`src/rtl/spi_pkg.sv`:
```
// spi_pkg: shared state encoding and width helper
// for the spi_slave_cfg slice.
package spi_pkg;

  typedef logic [1:0] state_t;

  localparam state_t IDLE   = 2'd0;
  localparam state_t LOAD   = 2'd1;
  localparam state_t ACTIVE = 2'd2;

  function automatic int clog2(input int v);
    int r;
    r = 0;
    for (int x = v - 1; x > 0; x = x >> 1)
      r++;
    return r;
  endfunction

endpackage

```
`src/rtl/spi_cfg_if.sv`:
```
// spi_cfg_if: parallel side of the SPI slave.
// TX valid/ready, RX pulse, status pulses, busy.
interface spi_cfg_if #(
  parameter int NB_BITS = 32
);

  logic [NB_BITS-1:0] i_tx_data;
  logic               i_tx_valid;
  logic               o_tx_ready;
  logic [NB_BITS-1:0] o_rx_data;
  logic               o_rx_valid;
  logic               o_underrun;
  logic               o_abort;
  logic               o_busy;

  modport slave (
    input  i_tx_data,
    input  i_tx_valid,
    output o_tx_ready,
    output o_rx_data,
    output o_rx_valid,
    output o_underrun,
    output o_abort,
    output o_busy
  );

  modport master (
    output i_tx_data,
    output i_tx_valid,
    input  o_tx_ready,
    input  o_rx_data,
    input  o_rx_valid,
    input  o_underrun,
    input  o_abort,
    input  o_busy
  );

endinterface

```
`src/rtl/spi_sync_edge.sv`:
```
// spi_sync_edge: NB_SYNC-flop synchroniser plus a level
// register; i_d -> o_lvl/o_rise/o_fall, latency NB_SYNC+1.
module spi_sync_edge #(
  parameter int   NB_SYNC = 2,
  parameter logic RST_VAL = 1'b0
) (
  input  logic i_clk,
  input  logic i_rst,
  input  logic i_d,
  output logic o_lvl,
  output logic o_rise,
  output logic o_fall
);

  logic [NB_SYNC-1:0] r_sync;
  logic               r_lvl;
  logic               r_prev;

  always_ff @(posedge i_clk) begin
    if (i_rst) begin
      r_sync <= {NB_SYNC{RST_VAL}};
      r_lvl  <= RST_VAL;
      r_prev <= RST_VAL;
    end else begin
      r_sync <= {r_sync[NB_SYNC-2:0], i_d};
      r_lvl  <= r_sync[NB_SYNC-1];
      r_prev <= r_lvl;
    end
  end

  assign o_lvl  = r_lvl;
  assign o_rise = r_lvl & ~r_prev;
  assign o_fall = ~r_lvl & r_prev;

endmodule

```
`src/rtl/spi_slave_cfg.sv`:
```
// spi_slave_cfg: oversampled SPI slave, all CPOL/CPHA modes.
// Pins: i_sclk/i_mosi/i_cs_n in, o_miso/o_miso_oe out;
// bus: TX valid/ready, RX pulse, underrun/abort, busy.
module spi_slave_cfg
  import spi_pkg::*;
#(
  parameter int NB_BITS   = 32,
  parameter bit CPOL      = 1'b0,
  parameter bit CPHA      = 1'b0,
  parameter bit MSB_FIRST = 1'b1,
  parameter int NB_SYNC   = 2
) (
  input  logic     i_clk,
  input  logic     i_rst,
  input  logic     i_sclk,
  input  logic     i_mosi,
  input  logic     i_cs_n,
  output logic     o_miso,
  output logic     o_miso_oe,
  spi_cfg_if.slave bus
);

  localparam int CW = clog2(NB_BITS);
  localparam logic [CW-1:0] LAST = CW'(NB_BITS - 1);

  state_t r_state;
  state_t w_next;

  logic w_unused_sck;
  logic w_sck_rise;
  logic w_sck_fall;
  logic w_cs_lvl;
  logic w_unused_csr;
  logic w_cs_fall;
  logic w_mosi;
  logic w_unused_mr;
  logic w_unused_mf;

  logic [NB_BITS-1:0] r_hold;
  logic               r_full;
  logic [NB_BITS-1:0] r_tx_sr;
  logic [NB_BITS-1:0] r_rx_sr;
  logic [NB_BITS-1:0] r_rx_data;
  logic [CW-1:0]      r_bit_cnt;
  logic               r_first;
  logic               r_empty_ld;
  logic               r_rx_valid;
  logic               r_underrun;
  logic               r_abort;

  logic               w_lead;
  logic               w_trail;
  logic               w_act;
  logic               w_sample;
  logic               w_shift;
  logic               w_done;
  logic               w_wr;
  logic               w_load;
  logic               w_abort;
  logic               w_busy;
  logic [NB_BITS-1:0] w_rx_next;

  spi_sync_edge #(.NB_SYNC(NB_SYNC), .RST_VAL(CPOL)) u_sck (
    .i_clk  (i_clk),
    .i_rst  (i_rst),
    .i_d    (i_sclk),
    .o_lvl  (w_unused_sck),
    .o_rise (w_sck_rise),
    .o_fall (w_sck_fall)
  );

  spi_sync_edge #(.NB_SYNC(NB_SYNC), .RST_VAL(1'b1)) u_cs (
    .i_clk  (i_clk),
    .i_rst  (i_rst),
    .i_d    (i_cs_n),
    .o_lvl  (w_cs_lvl),
    .o_rise (w_unused_csr),
    .o_fall (w_cs_fall)
  );

  spi_sync_edge #(.NB_SYNC(NB_SYNC), .RST_VAL(1'b0)) u_mosi (
    .i_clk  (i_clk),
    .i_rst  (i_rst),
    .i_d    (i_mosi),
    .o_lvl  (w_mosi),
    .o_rise (w_unused_mr),
    .o_fall (w_unused_mf)
  );

  assign w_lead   = CPOL ? w_sck_fall : w_sck_rise;
  assign w_trail  = CPOL ? w_sck_rise : w_sck_fall;
  assign w_act    = (r_state == ACTIVE) && !w_cs_lvl;
  assign w_sample = w_act && (CPHA ? w_trail : w_lead);
  assign w_shift  = w_act && (CPHA ? w_lead : w_trail);
  assign w_done   = w_sample && (r_bit_cnt == LAST);
  assign w_wr     = bus.i_tx_valid && !r_full;

  assign w_rx_next = MSB_FIRST ?
    {r_rx_sr[NB_BITS-2:0], w_mosi} :
    {w_mosi, r_rx_sr[NB_BITS-1:1]};

  always_ff @(posedge i_clk) begin
    if (i_rst) r_state <= IDLE;
    else       r_state <= w_next;
  end

  always_comb begin
    w_next = r_state;
    unique case (r_state)
      IDLE:    if (w_cs_fall) w_next = LOAD;
      LOAD:    w_next = w_cs_lvl ? IDLE : ACTIVE;
      ACTIVE:  if (w_cs_lvl) w_next = IDLE;
      default: w_next = IDLE;
    endcase
  end

  always_comb begin
    w_load  = 1'b0;
    w_abort = 1'b0;
    w_busy  = 1'b0;
    unique case (r_state)
      IDLE: begin
      end
      LOAD: begin
        w_load = 1'b1;
        w_busy = 1'b1;
      end
      ACTIVE: begin
        w_load  = w_done;
        w_abort = w_cs_lvl && (r_bit_cnt != '0);
        w_busy  = 1'b1;
      end
      default: begin
      end
    endcase
  end

  // A fresh word's first bit is already on MISO after a
  // load, so the next shift edge is swallowed unless a
  // sample edge came first (frame start with CPHA=0).
  // Underrun is flagged at the first sample of a word, so
  // the reload after a frame's last word never reports.
  always_ff @(posedge i_clk) begin
    if (i_rst) begin
      r_hold     <= '0;
      r_full     <= 1'b0;
      r_tx_sr    <= '0;
      r_rx_sr    <= '0;
      r_rx_data  <= '0;
      r_bit_cnt  <= '0;
      r_first    <= 1'b0;
      r_empty_ld <= 1'b0;
      r_rx_valid <= 1'b0;
      r_underrun <= 1'b0;
      r_abort    <= 1'b0;
    end else begin
      r_rx_valid <= 1'b0;
      r_underrun <= 1'b0;
      r_abort    <= w_abort;

      if (w_load && r_full) begin
        r_full <= 1'b0;
      end else if (w_wr) begin
        r_full <= 1'b1;
        r_hold <= bus.i_tx_data;
      end

      if (w_load) begin
        r_tx_sr    <= r_full ? r_hold : '0;
        r_empty_ld <= !r_full;
        r_first    <= 1'b1;
      end else if (w_shift) begin
        r_first <= 1'b0;
        if (!r_first)
          r_tx_sr <= MSB_FIRST ? r_tx_sr << 1 : r_tx_sr >> 1;
      end else if (w_sample) begin
        r_first <= 1'b0;
      end

      if (w_sample) begin
        r_rx_sr <= w_rx_next;
        if (r_bit_cnt == '0 && r_empty_ld)
          r_underrun <= 1'b1;
        if (w_done) begin
          r_bit_cnt  <= '0;
          r_rx_data  <= w_rx_next;
          r_rx_valid <= 1'b1;
        end else begin
          r_bit_cnt <= r_bit_cnt + 1'b1;
        end
      end

      if (r_state != ACTIVE)
        r_bit_cnt <= '0;
    end
  end

  assign o_miso_oe = ~w_cs_lvl;
  assign o_miso    = o_miso_oe &
    (MSB_FIRST ? r_tx_sr[NB_BITS-1] : r_tx_sr[0]);

  assign bus.o_tx_ready = ~r_full;
  assign bus.o_rx_data  = r_rx_data;
  assign bus.o_rx_valid = r_rx_valid;
  assign bus.o_underrun = r_underrun;
  assign bus.o_abort    = r_abort;
  assign bus.o_busy     = w_busy;

endmodule
```
`src/flat_wrapper.sv`:
```
// flat-port wrapper written by rule: the top's interface ports become plain ports
module spi_slave_cfg_flat import spi_pkg::*;
#(
  parameter int NB_BITS   = 32,
  parameter bit CPOL      = 1'b0,
  parameter bit CPHA      = 1'b0,
  parameter bit MSB_FIRST = 1'b1,
  parameter int NB_SYNC   = 2
)
  (i_clk, i_rst, i_sclk, i_mosi, i_cs_n, o_miso, o_miso_oe, bus_i_tx_data, bus_i_tx_valid, bus_o_tx_ready, bus_o_rx_data, bus_o_rx_valid, bus_o_underrun, bus_o_abort, bus_o_busy);
  spi_cfg_if #(.NB_BITS(NB_BITS)) bus_i ();
  input  logic i_clk;
  input  logic i_rst;
  input  logic i_sclk;
  input  logic i_mosi;
  input  logic i_cs_n;
  output logic o_miso;
  output logic o_miso_oe;
  input wire logic [$bits(bus_i.i_tx_data)-1:0] bus_i_tx_data;
  input wire logic [$bits(bus_i.i_tx_valid)-1:0] bus_i_tx_valid;
  output wire logic [$bits(bus_i.o_tx_ready)-1:0] bus_o_tx_ready;
  output wire logic [$bits(bus_i.o_rx_data)-1:0] bus_o_rx_data;
  output wire logic [$bits(bus_i.o_rx_valid)-1:0] bus_o_rx_valid;
  output wire logic [$bits(bus_i.o_underrun)-1:0] bus_o_underrun;
  output wire logic [$bits(bus_i.o_abort)-1:0] bus_o_abort;
  output wire logic [$bits(bus_i.o_busy)-1:0] bus_o_busy;
  assign bus_i.i_tx_data = bus_i_tx_data;
  assign bus_i.i_tx_valid = bus_i_tx_valid;
  assign bus_o_tx_ready = bus_i.o_tx_ready;
  assign bus_o_rx_data = bus_i.o_rx_data;
  assign bus_o_rx_valid = bus_i.o_rx_valid;
  assign bus_o_underrun = bus_i.o_underrun;
  assign bus_o_abort = bus_i.o_abort;
  assign bus_o_busy = bus_i.o_busy;
  spi_slave_cfg #(.NB_BITS(NB_BITS), .CPOL(CPOL), .CPHA(CPHA), .MSB_FIRST(MSB_FIRST), .NB_SYNC(NB_SYNC)) u_core (.i_clk(i_clk), .i_rst(i_rst), .i_sclk(i_sclk), .i_mosi(i_mosi), .i_cs_n(i_cs_n), .o_miso(o_miso), .o_miso_oe(o_miso_oe), .bus(bus_i));
endmodule
```
`config.mk`:
```
export PLATFORM = sky130hd
export DESIGN_NAME = spi_slave_cfg_flat
export DESIGN_NICKNAME = d
export VERILOG_FILES = /design/src/rtl/spi_pkg.sv /design/src/rtl/spi_cfg_if.sv /design/src/rtl/spi_sync_edge.sv /design/src/rtl/spi_slave_cfg.sv /design/src/flat_wrapper.sv
export SDC_FILE = /design/constraint.sdc
export NUM_CORES = 1
export LEC_CHECK = 0
export CAP_MARGIN = 20
export CORE_MARGIN = 2
export CORE_UTILIZATION = 50
export DETAILED_ROUTE_END_ITERATION = 7
export PLACE_DENSITY_LB_ADDON = 0.25
export SLEW_MARGIN = 10
export SYNTH_ARGS = -nofsm -noshare
export SYNTH_HDL_FRONTEND = slang
export SYNTH_SLANG_ARGS = --single-unit
```
`constraint.sdc`:
```
create_clock -name i_clk -period 4.7 [get_ports i_clk]
set_input_delay 0.94 -clock i_clk [delete_from_list [all_inputs] [get_ports i_clk]]
set_output_delay 0.94 -clock i_clk [all_outputs]
set_load 0.05 [all_outputs]
```
== Word-level counts from Yosys, hierarchy flattened ==
Index checks and enable logic that the tools add are counted.

* Add/sub/neg operators: 1
* Eq/ne operators: 7
* Mux-type cells: 16
* Bitwise operators: 11
* Reduce and logical (&&, ||, !) cells: 24

{| class="wikitable"
|+ Operators with widths
! operator !! number
|-
| $mux 32 || 4
|-
| $reduce_or 2->1 || 5
|-
| $logic_and 1x1->1 || 8
|-
| $ne 2x2->1 const B || 4
|-
| $reduce_and 2->1 || 4
|-
| $not 1->1 || 7
|-
| $mux 1 || 6
|-
| $mux 2 || 3
|-
| $pmux 2 s3 || 1
|-
| $add 5x1->5 const B || 1
|-
| $eq 5x5->1 const B || 1
|-
| $logic_not 5->1 || 1
|-
| $mux 5 || 1
|-
| $reduce_bool 5->1 || 1
|-
| $and 1x1->1 || 4
|-
| $reduce_bool 3->1 || 1
|-
| $eq 2x1->1 const B || 1
|-
| $eq 2x2->1 const B || 1
|-
| $logic_not 1->1 || 2
|-
| $logic_not 2->1 || 1
|-
| $pmux 1 s2 || 1
|-
| $reduce_bool 2->1 || 1
|}

* Flip-flop bits (word level): 151
* Output and inout bits: 39
* Word-level logic and storage cells: 79

== Longest topological paths before layout ==
Gate-level depths: netlist (run 1).

* Depth in word-level cells: 8
* Mapped depth: 9
* Gate-level depth less buffers: 7

== Hierarchy ==
Synthesis (run 1) repeated with hierarchy kept, for this count alone.

* Cell total of the unflattened synthesis: 669
* Area, all modules: 5634.2 um^2

{| class="wikitable"
|+ By module, submodules not included
! module !! instances !! cells an instance !! area an instance (um^2) !! seq. area each (um^2)
|-
| spi_slave_cfg || 1 || 639 || 5281.3 || 2802.7
|-
| spi_sync_edge || 3 || 10 || 117.6 || 80.1
|}

== Worst setup path after synthesis (run 1) ==
No wires, ideal clock.

* Kind: flip-flop to flip-flop
* Start: register u_core.r_bit_cnt[0]
* End: register u_core.r_empty_ld
* Data arrival time: 1.882 ns
* Data required time: 4.572 ns
* Path slack: 2.690 ns
* Cell stages (with the launch flop): 10
* Path buffers: 2
* Period minus slack after synthesis: 2.010 ns
* Cells stage by stage: dfxtp_1 > ha_1 > and3_1 > ha_1 > buf_2 > and4b_4 > a21oi_4 > buf_6 > mux2i_1 > nor2_1

* Cells in the longest elaborated chain, start to end: 3

{| class="wikitable"
|+ Ends and longest elaborated chain
! item !! RTL line !! source
|-
| start: declaration || spi_slave_cfg.sv:44 || <nowiki>logic [CW-1:0] r_bit_cnt;</nowiki>
|-
| start signal: assignment || spi_slave_cfg.sv:189 || <nowiki>r_bit_cnt <= r_bit_cnt + 1'b1;</nowiki>
|-
| $eq 5x5->1 || spi_slave_cfg.sv:95 || <nowiki>assign w_done = w_sample && (r_bit_cnt == LAST);</nowiki>
|-
| $logic_and 1x1->1 || spi_slave_cfg.sv:95 ||
|-
| $pmux 1 s2 || spi_slave_cfg.sv:121 || <nowiki>unique case (r_state)</nowiki>
|-
| end signal: assignment || spi_slave_cfg.sv:170 || <nowiki>r_empty_ld <= !r_full;</nowiki>
|-
| end: declaration || spi_slave_cfg.sv:46 || <nowiki>logic r_empty_ld;</nowiki>
|}

Every way passes these cells.
A chain may end at the register's enable or synchronous reset.

== Worst setup path after layout (run 1) ==
* Start: register u_core.r_state[0]
* End: output port bus_o_busy

* Cells in the longest elaborated chain, start to end: 3
* Elaborated cells on any way between the ends: 4
* Those cells by class: eq/ne: 2; mux: 1; reduce/logical: 1

{| class="wikitable"
|+ Ends and longest elaborated chain
! item !! RTL line !! source
|-
| start: declaration || spi_slave_cfg.sv:26 || <nowiki>state_t r_state;</nowiki>
|-
| start signal: assignment || spi_slave_cfg.sv:104 || <nowiki>else r_state <= w_next;</nowiki>
|-
| $eq 2x1->1 / $eq 2x2->1 (equally long branches) || spi_slave_cfg.sv:121 ||
|-
| $reduce_or 2->1 (no line) (*) || n/a ||
|-
| $mux 1 (*) || spi_slave_cfg.sv:121 ||
|-
| end: declaration || flat_wrapper.sv:26 || <nowiki>output wire logic [$bits(bus_i.o_busy)-1:0] bus_o_busy;</nowiki>
|}

Mark *: on every way between the ends. The rest lies on a longest branch, timed or not.

==> results.ini, run 1 <==
[outcome]
status = complete, no violations

[synth]
syn_nets = 744
synth_edf_count = 0
synth_area_per_cell_um2 = 8.55
synth_top_area_cell = dfxtp_1
synthTopCellsByCount = nand2_1, dfxtp_1, a21oi_1, a211oi_2, a21oi_2
syn_area_um2 = 5990
ys_ff_latch = 151
synth.most_common_cell = nand2_1
synth.area.top_cells = dfxtp_1, nand2_1, a21oi_1
synth_ff_type = dfxtp_1
synth_warnings = 0
yosysSeqAreaShare_pct = 50.5
synth-async-reset-ratio_pct = 0
synth_top_area_share_pct = 50.5
synth_cells = 700
synthDistinctLibCells = 39

[placed_design]
port_buffers = 76
gp_congestion = 0.719
post-place-ws_ns = 2.06
dpl.hpwl_mm = 7.81
dpl_cell_area_um2 = 6650

[setup_path]
worstPathRequired_ns = 3.76
start_kind = flop
crit_path_max_incr_delay_ns = 0.82
critPathBufInv = 2
reg2reg_slack_ns = 2.00
path_class = reg2out
crit_path_end_kind = primary output
crit_path_top_delay_cell = clkdlybuf4s50_1
worstPathCellList = inv_1 > ha_1 > clkdlybuf4s50_1
crit_family = buffers and inverters
cp.arrival_ns = 2.01
worstPathMaxFanout = 3

[global_route]
grt_pass1_vias = 4700
antenna_found_initial = 0
track_usage_pct = 20.7
grt_max_degree = 101
grt_pass1_wl_mm = 21.5
grt_overflow_total = 0

[power]
p_seq_share_pct = 48.0
power.density_nw_per_um2 = 379
switching_share_pct = 21.3
peakVddDrop_mv = 0.213
combPwrFrac_pct = 4.4
power_frac_clock_pct = 47.6
leakage_nw = 2.46
p_sw_mw = 0.583
power.internal_mw = 2.16
power.total_mw = 2.74

[detailed_routing]
firstDrtPassIters = 5
avgRoutedWirePerCell_um = 14.2
routed-via-count = 4843
first_iter_violations = 357
antenna_left = 0
drt-total-wl_mm = 12.8
via_per_inst = 5.36
drc = 0

[timing]
hold_violations = 0
whs_ns = 0.419
fin_ws_ns = 1.75
slew_violations = 0
setup_violations = 0
fin_tns_setup_ns = 0
clock.fmax_mhz = 339
rsz0062_at_grt = false
slew_headroom_pct = 28.9
fin_worst_skew_ns = 0.00796
finalCritPeriodShare_pct = 62.7
fin_crit_ns = 2.95
tightest_slew_ns = 1.06

[die]
die_w_um = 113
row_count = 39
ios = 77
dieArea_um2 = 12900
core_um2 = 11600
die_h_um = 113
initial_core_util_pct = 51.8

[final_layout]
antennaDiodeCount = 0
multi_input_area_um2 = 2610
postLayoutCellArea_um2 = 7230
fin_nets = 792
drive_gt1_share_pct = 13.3
fillers = 979
areaGrowthSynthToFinish_pct = 20.8
final-seq-area_um2 = 3020

[clock_tree]
insertion_delay_ns = 0.42
h-tree-depth = 4
postCtsHoldBufs = 0
clock-sinks = 151
cts_tree = built
cts_buffers = 17
cts-root-buf = clkbuf_16
cts_buffer_depth = 2
post_cts_resized = 0
clk_pin_slew_worst_paths_ns = 0.06
cts_setup_buffers = 0

[flow_run]
maxCapViolations = 0

[hold_path]
hold_class = reg2reg

==> cell usage in the layout, fill, tap and decap left out, types with 8 or more instances in the layout <==
cell type,netlist,routed
clkdlybuf4s50_1,0,75
a21oi_1,140,140
buf_4,4,9
nor2b_1,11,10
dfxtp_1,151,151
a21oi_2,26,26
nor2_1,8,8
nand2_1,227,227
a211oi_2,28,28
clkbuf_16,0,17
==> through the flow <==
stage	utilization [%]	cells
detailed placement	57.5	871
global route	62.5	903
finish	62.5	903
floorplan	-	700
global placement	57.5	871
CTS	62.4	902
==> final timing paths <==
path         depth (start not counted)                                to                             start
min reg2reg                          1  u_core.u_cs.r_sync[1]$_SDFF_PP1_  u_core.u_cs.r_sync[0]$_SDFF_PP1_
max                                  3                        bus_o_busy    u_core.r_state[0]$_SDFFE_PP0P_
max reg2reg                          7    u_core.r_tx_sr[8]$_SDFFE_PP0P_  u_core.r_bit_cnt[0]$_SDFFE_PP0P_
min                                  1  u_core.u_cs.r_sync[1]$_SDFF_PP1_  u_core.u_cs.r_sync[0]$_SDFF_PP1_
==> final cells by class <==
type | count | share of cell area, %
Inverter | 7 | 0.363
Tap cell | 143 | 2.47
Clock inverter | 8 | 1.33
Clock buffer | 23 | 6.47
Timing Repair Buffer | 85 | 11.5
Multi-Input combinational cell | 486 | 36.0
Sequential cell | 151 | 41.8
==> state kept, by name, indices dropped and copies added, names as in the netlist, 2 cells and up <==
register	count
u_core.u_sck.r_sync	2
u_core.bus.o_rx_data	32
u_core.r_rx_sr	31
u_core.r_state	2
u_core.r_hold	32
u_core.r_tx_sr	32
u_core.u_mosi.r_sync	2
u_core.r_bit_cnt	5
u_core.u_cs.r_sync	2
==> per-layer routing <==
| layer | part of all wire, % | vias to the layer above | global-route usage (%) |
|---|---|---|---|
| li1 | - | 2434 | - |
| met2 | 48 | 97 | 34.3 |
| met1 | 46 | 2292 | 25.3 |
| met3 | 3.9 | 20 | 6.54 |
| met4 | 1.8 | 0 | 8.13 |
| met5 | 0 | - | 0 |
==> power by group through the flow <==
stage | Combinational [mW] | Sequential, mW | Clock [mW]
final | 0.119 | 1.32 | 1.30
after detailed placement | 0.119 | 1.34 | 0
after global placement | 0.116 | 1.34 | 0
after floorplan | 0.0724 | 1.34 | 0
after global routing | 0.131 | 1.32 | 1.38
after CTS | 0.120 | 1.32 | 1.32
==> cell families after synthesis <==
logic type / count (synthesis) / synth area share [%]
and+or+nand+nor: 273 / 19.1
DFF: 151 / 50.5
AOI/OAI and AO/OA: 206 / 22.9
buffers and inverters: 63 / 6.02
muxes: 1 / 0.167
adders and majority gates: 6 / 1.25
Note: power is estimated with default switching activity, not from simulation.
==> inputs of run 2 (changes only) <==
clock period = 2.9 ns   (was 4.7 ns; I/O delays follow)
==> run 2 against run 1 <==
  * Setup slack got worse by 1.5 ns
  * Sequential cell count unchanged
  * Combinational power is 62% higher
  * Cell count increased by 0.55%
  * Worst hold slack improved by 0.0016 ns
  * Core utilization grew 0.51 points
  * Via count fell by 0.54%
  * Register-to-register slack worse by 1.8 ns
  * Largest cell class unchanged
  * Highest routed layer unchanged
==> results.ini, run 2 (synthesis gave the netlist of run 1 again) <==
[outcome]
status = complete, no violations

[die]
dieArea_um2 = 12900
die_w_um = 113
initial_core_util_pct = 51.8
core_um2 = 11600
row_count = 39
die_h_um = 113
ios = 77

[timing]
fin_worst_skew_ns = 0.00938
setup_violations = 0
fin_tns_setup_ns = 0
fin_ws_ns = 0.245
tightest_slew_ns = 0.837
slew_violations = 0
finalCritPeriodShare_pct = 91.6
slew_headroom_pct = 44.2
hold_violations = 0
rsz0062_at_grt = false
fin_crit_ns = 2.66
clock.fmax_mhz = 377

[clock_tree]
cts_buffers = 17
cts_setup_buffers = 0
h-tree-depth = 4
post_cts_resized = 0
cts_buffer_depth = 2
cts_tree = built
postCtsHoldBufs = 0
insertion_delay_ns = 0.42
cts-root-buf = clkbuf_16
clock-sinks = 151
clk_pin_slew_worst_paths_ns = 0.06

[global_route]
grt_pass1_vias = 4686
antenna_found_initial = 0
track_usage_pct = 20.6
grt_max_degree = 88
grt_overflow_total = 0
grt_pass1_wl_mm = 21.6

[detailed_routing]
routed-via-count = 4817
first_iter_violations = 277
wl_met2_mm = 6.10
antenna_left = 0
wl_met1_mm = 5.86
wl_met3_um = 488
top_layer = met4
via_per_inst = 5.31
drt-total-wl_mm = 12.6
firstDrtPassIters = 4
drc = 0
avgRoutedWirePerCell_um = 13.9

[setup_path]
path_class = reg2reg
worstPathRequired_ns = 3.24
reg2reg_from = u_core.r_bit_cnt[0]$_SDFFE_PP0P_
start_kind = flop
worstPathMaxFanout = 32
crit_path_end_kind = flop
crit_path_start = u_core.r_bit_cnt[0]$_SDFFE_PP0P_
cp.arrival_ns = 3.00
rr_worst_depth = 7

[hold_path]
holdPathStages = 1
hold_class = reg2reg
min-delay-start = u_core.u_cs.r_sync[0]$_SDFF_PP1_

[flow_run]
maxCapViolations = 0

[final_layout]
antennaDiodeCount = 0
fin_nets = 796
areaGrowthSynthToFinish_pct = 21.8
drive_gt1_share_pct = 13.9
postLayoutCoreUtil_pct = 63.0
final_cell_mix = nand2_1, dfxtp_1, a21oi_1
final_common_cell = nand2_1

[power]
power.density_nw_per_um2 = 621
leakage_nw = 2.49
peakVddDrop_mv = 0.390

[placed_design]
post-place-ws_ns = 0.314
gp_congestion = 0.783
dpl.hpwl_mm = 8.00
port_buffers = 76

-- run 2: layout make-up --
class / instances / area (um^2)
clock buffers: 21 / 440
clock inverters: 11 / 148
fillers: 1002 / 4270
inverters: 7 / 26.3
multi-input cells: 486 / 2610
flip-flops and latches: 151 / 3020
well taps: 143 / 179
repair buffers: 89 / 868
-- run 2: path summary, 6_finish.rpt --
| kind | endpoint | slack (ns) |
|---|---|---|
| worst max-delay path | u_core.r_tx_sr[27]$_SDFFE_PP0P_ | 0.24 |
| worst min register to register | u_core.u_cs.r_sync[1]$_SDFF_PP1_ | 0.42 |
| worst max register to register | u_core.r_tx_sr[27]$_SDFFE_PP0P_ | 0.24 |
| worst min-delay path | u_core.u_cs.r_sync[1]$_SDFF_PP1_ | 0.42 |
-- run 2: stage by stage --
stage	cells	total power [mW]	cell area [um^2]	hold slack (ns)
after floorplan	700	2.29	5990	0.389
after global placement	876	2.37	6700	0.402
after detailed placement	876	2.37	6700	0.405
after CTS	908	4.55	7290	0.422
after global routing	908	4.66	7290	0.445
final	908	4.52	7290	0.420
-- run 2: layer usage --
layer	vias up	GRT usage, %
met1	2291	25.7
met4	0	7.48
met3	12	5.84
li1	2437	-
met2	77	34.1
met5	-	0
-- run 2: where the power goes --
part	leakage [nW]	internal [mW]	total [mW]	switching (mW)
clock network	0.286	1.36	2.20	0.843
logic	0.979	0.0836	0.193	0.110
registers	1.22	2.11	2.13	0.0206
-- run 2: critical path: stages (launching register included) --
cell	delay, ns
dfxtp_1	0.44
ha_1	0.22
and3_1	0.18
ha_1	0.35
and4b_4	0.32
a21o_2	0.69
a21oi_1	0.13
a211oi_2	0.24
==> inputs of run 3 (changes only) <==
--- a/config.mk
+++ b/config.mk
@@ -6,5 +6,4 @@
 export NUM_CORES = 1
 export LEC_CHECK = 0
-export CAP_MARGIN = 20
 export CORE_MARGIN = 2
 export CORE_UTILIZATION = 50
==> constraint.sdc (replaced) <==
create_clock -name i_clk -period 2.9 [get_ports i_clk]
set_input_delay 0.725 -clock i_clk [delete_from_list [all_inputs] [get_ports i_clk]]
set_output_delay 0.725 -clock i_clk [all_outputs]
set_load 0.05 [all_outputs]
==> run 3 against run 2 <==
  * Clock-buffer cell count unchanged
  * Critical path depth is 4 lower
  * Via count is 0.48% lower
  * Design area down 0.29%
  * First-iteration DRC count up 4.0%
  * Clock skew shrank 0.0016 ns
  * Global-route usage barely moved
  * Largest cell class unchanged
  * Largest power group is now registers
==> results.ini, run 3 (synthesis gave the netlist of run 1 again) <==
[timing]
rsz0062_at_grt = false
hold_violations = 0
finalCritPeriodShare_pct = 93.4
fin_crit_ns = 2.71
slew_headroom_pct = 52.5
fin_tns_setup_ns = 0
tightest_slew_ns = 0.712
setup_violations = 0
slew_violations = 0
clock.fmax_mhz = 369
fin_worst_skew_ns = 0.00783

[die]
dieArea_um2 = 12900
ios = 77
initial_core_util_pct = 51.8
die_w_um = 113
die_h_um = 113
row_count = 39
core_um2 = 11600

[setup_path]
crit_path_end_kind = primary output
critPathBufInv = 2
reg2reg_from = u_core.r_bit_cnt[0]$_SDFFE_PP0P_
start_kind = flop
worstPathCellList = inv_1 > ha_1 > clkdlybuf4s50_1
crit_path_max_incr_delay_ns = 0.81
worstPathMaxFanout = 3
path_class = reg2out
worstPathRequired_ns = 2.17
crit_path_top_delay_cell = clkdlybuf4s50_1
crit_path_start = u_core.r_state[0]$_SDFFE_PP0P_
cp.arrival_ns = 1.98
crit_family = buffers and inverters

[detailed_routing]
drc = 0
firstDrtPassIters = 5
via_per_inst = 5.27
routed-via-count = 4794
first_iter_violations = 288
avgRoutedWirePerCell_um = 13.8
antenna_left = 0
drt-total-wl_mm = 12.6

[clock_tree]
cts_buffer_depth = 2
postCtsHoldBufs = 0
clk_pin_slew_worst_paths_ns = 0.05
post_cts_resized = 0
clock-sinks = 151
cts_setup_buffers = 0
cts_tree = built
h-tree-depth = 4
insertion_delay_ns = 0.42
cts-root-buf = clkbuf_16
cts_buffers = 17

[placed_design]
gp_congestion = 0.743
dpl.hpwl_mm = 7.99
dpl_cell_area_um2 = 6710
dpl.cell_count = 877
port_buffers = 76

[flow_run]
maxCapViolations = 0

[final_layout]
fin_nets = 797
postLayoutCellArea_um2 = 7270
antennaDiodeCount = 0
final_common_cell = nand2_1
fillers = 1008
areaGrowthSynthToFinish_pct = 21.4
drive_gt1_share_pct = 14.4
final_cell_mix = nand2_1, dfxtp_1, a21oi_1
instances_no_fill = 909

[global_route]
antenna_found_initial = 0
grt_pass1_vias = 4647
grt_pass1_wl_mm = 21.4
track_usage_pct = 20.6
grt_max_degree = 63
grt_overflow_total = 0

[hold_path]
hold_class = reg2reg
min-delay-start = u_core.u_cs.r_sync[0]$_SDFF_PP1_

[power]
peakVddDrop_mv = 0.375
power.density_nw_per_um2 = 602
leakage_nw = 2.47

[outcome]
status = complete, no violations

run 3: routing by layer:
| layer | global-route usage (%) | share of wire (%) |
|---|---|---|
| met1 | 25.6 | 46 |
| met2 | 34.1 | 48 |
| met3 | 5.95 | 4.7 |
| met4 | 7.89 | 1.7 |
| met5 | 0 | 0 |
run 3: final timing paths:
kind,end,slack (ns),cells past startpoint
worst max register to register,u_core.r_tx_sr[14]$_SDFFE_PP0P_,0.40,8
worst max-delay path,bus_o_busy,0.19,3
worst min-delay path,u_core.u_cs.r_sync[1]$_SDFF_PP1_,0.42,1
worst min register to register,u_core.u_cs.r_sync[1]$_SDFF_PP1_,0.42,1
run 3: power by group:
group / internal (mW) / total [mW] / switching (mW)
Sequential: 2.11 / 2.13 / 0.0209
Clock: 1.22 / 2.05 / 0.825
Combinational: 0.0843 / 0.197 / 0.113
Total: 3.42 / 4.38 / 0.959
run 3: final cells by class:
type | instances | area (um^2) | area share [%]
flip-flops and latches | 151 | 3020 | 41.6
well taps | 143 | 179 | 2.46
repair buffers | 90 | 873 | 12.0
inverters | 7 | 26.3 | 0.361
clock buffers | 21 | 460 | 6.33
clock inverters | 11 | 101 | 1.39
multi-input cells | 486 | 2610 | 35.9
run 3: metrics by stage:
stage	hold slack [ns]	setup WS, ns	utilization, %	power, mW
6_report	0.418	0.192	62.9	4.38
4_1_cts	0.424	0.182	62.9	4.42
3_3_place_gp	0.402	0.617	58.0	2.37
5_1_grt	0.444	0.0997	62.9	4.55
2_1_floorplan	0.389	0.890	-	2.29
3_5_place_dp	0.405	0.481	58.0	2.37
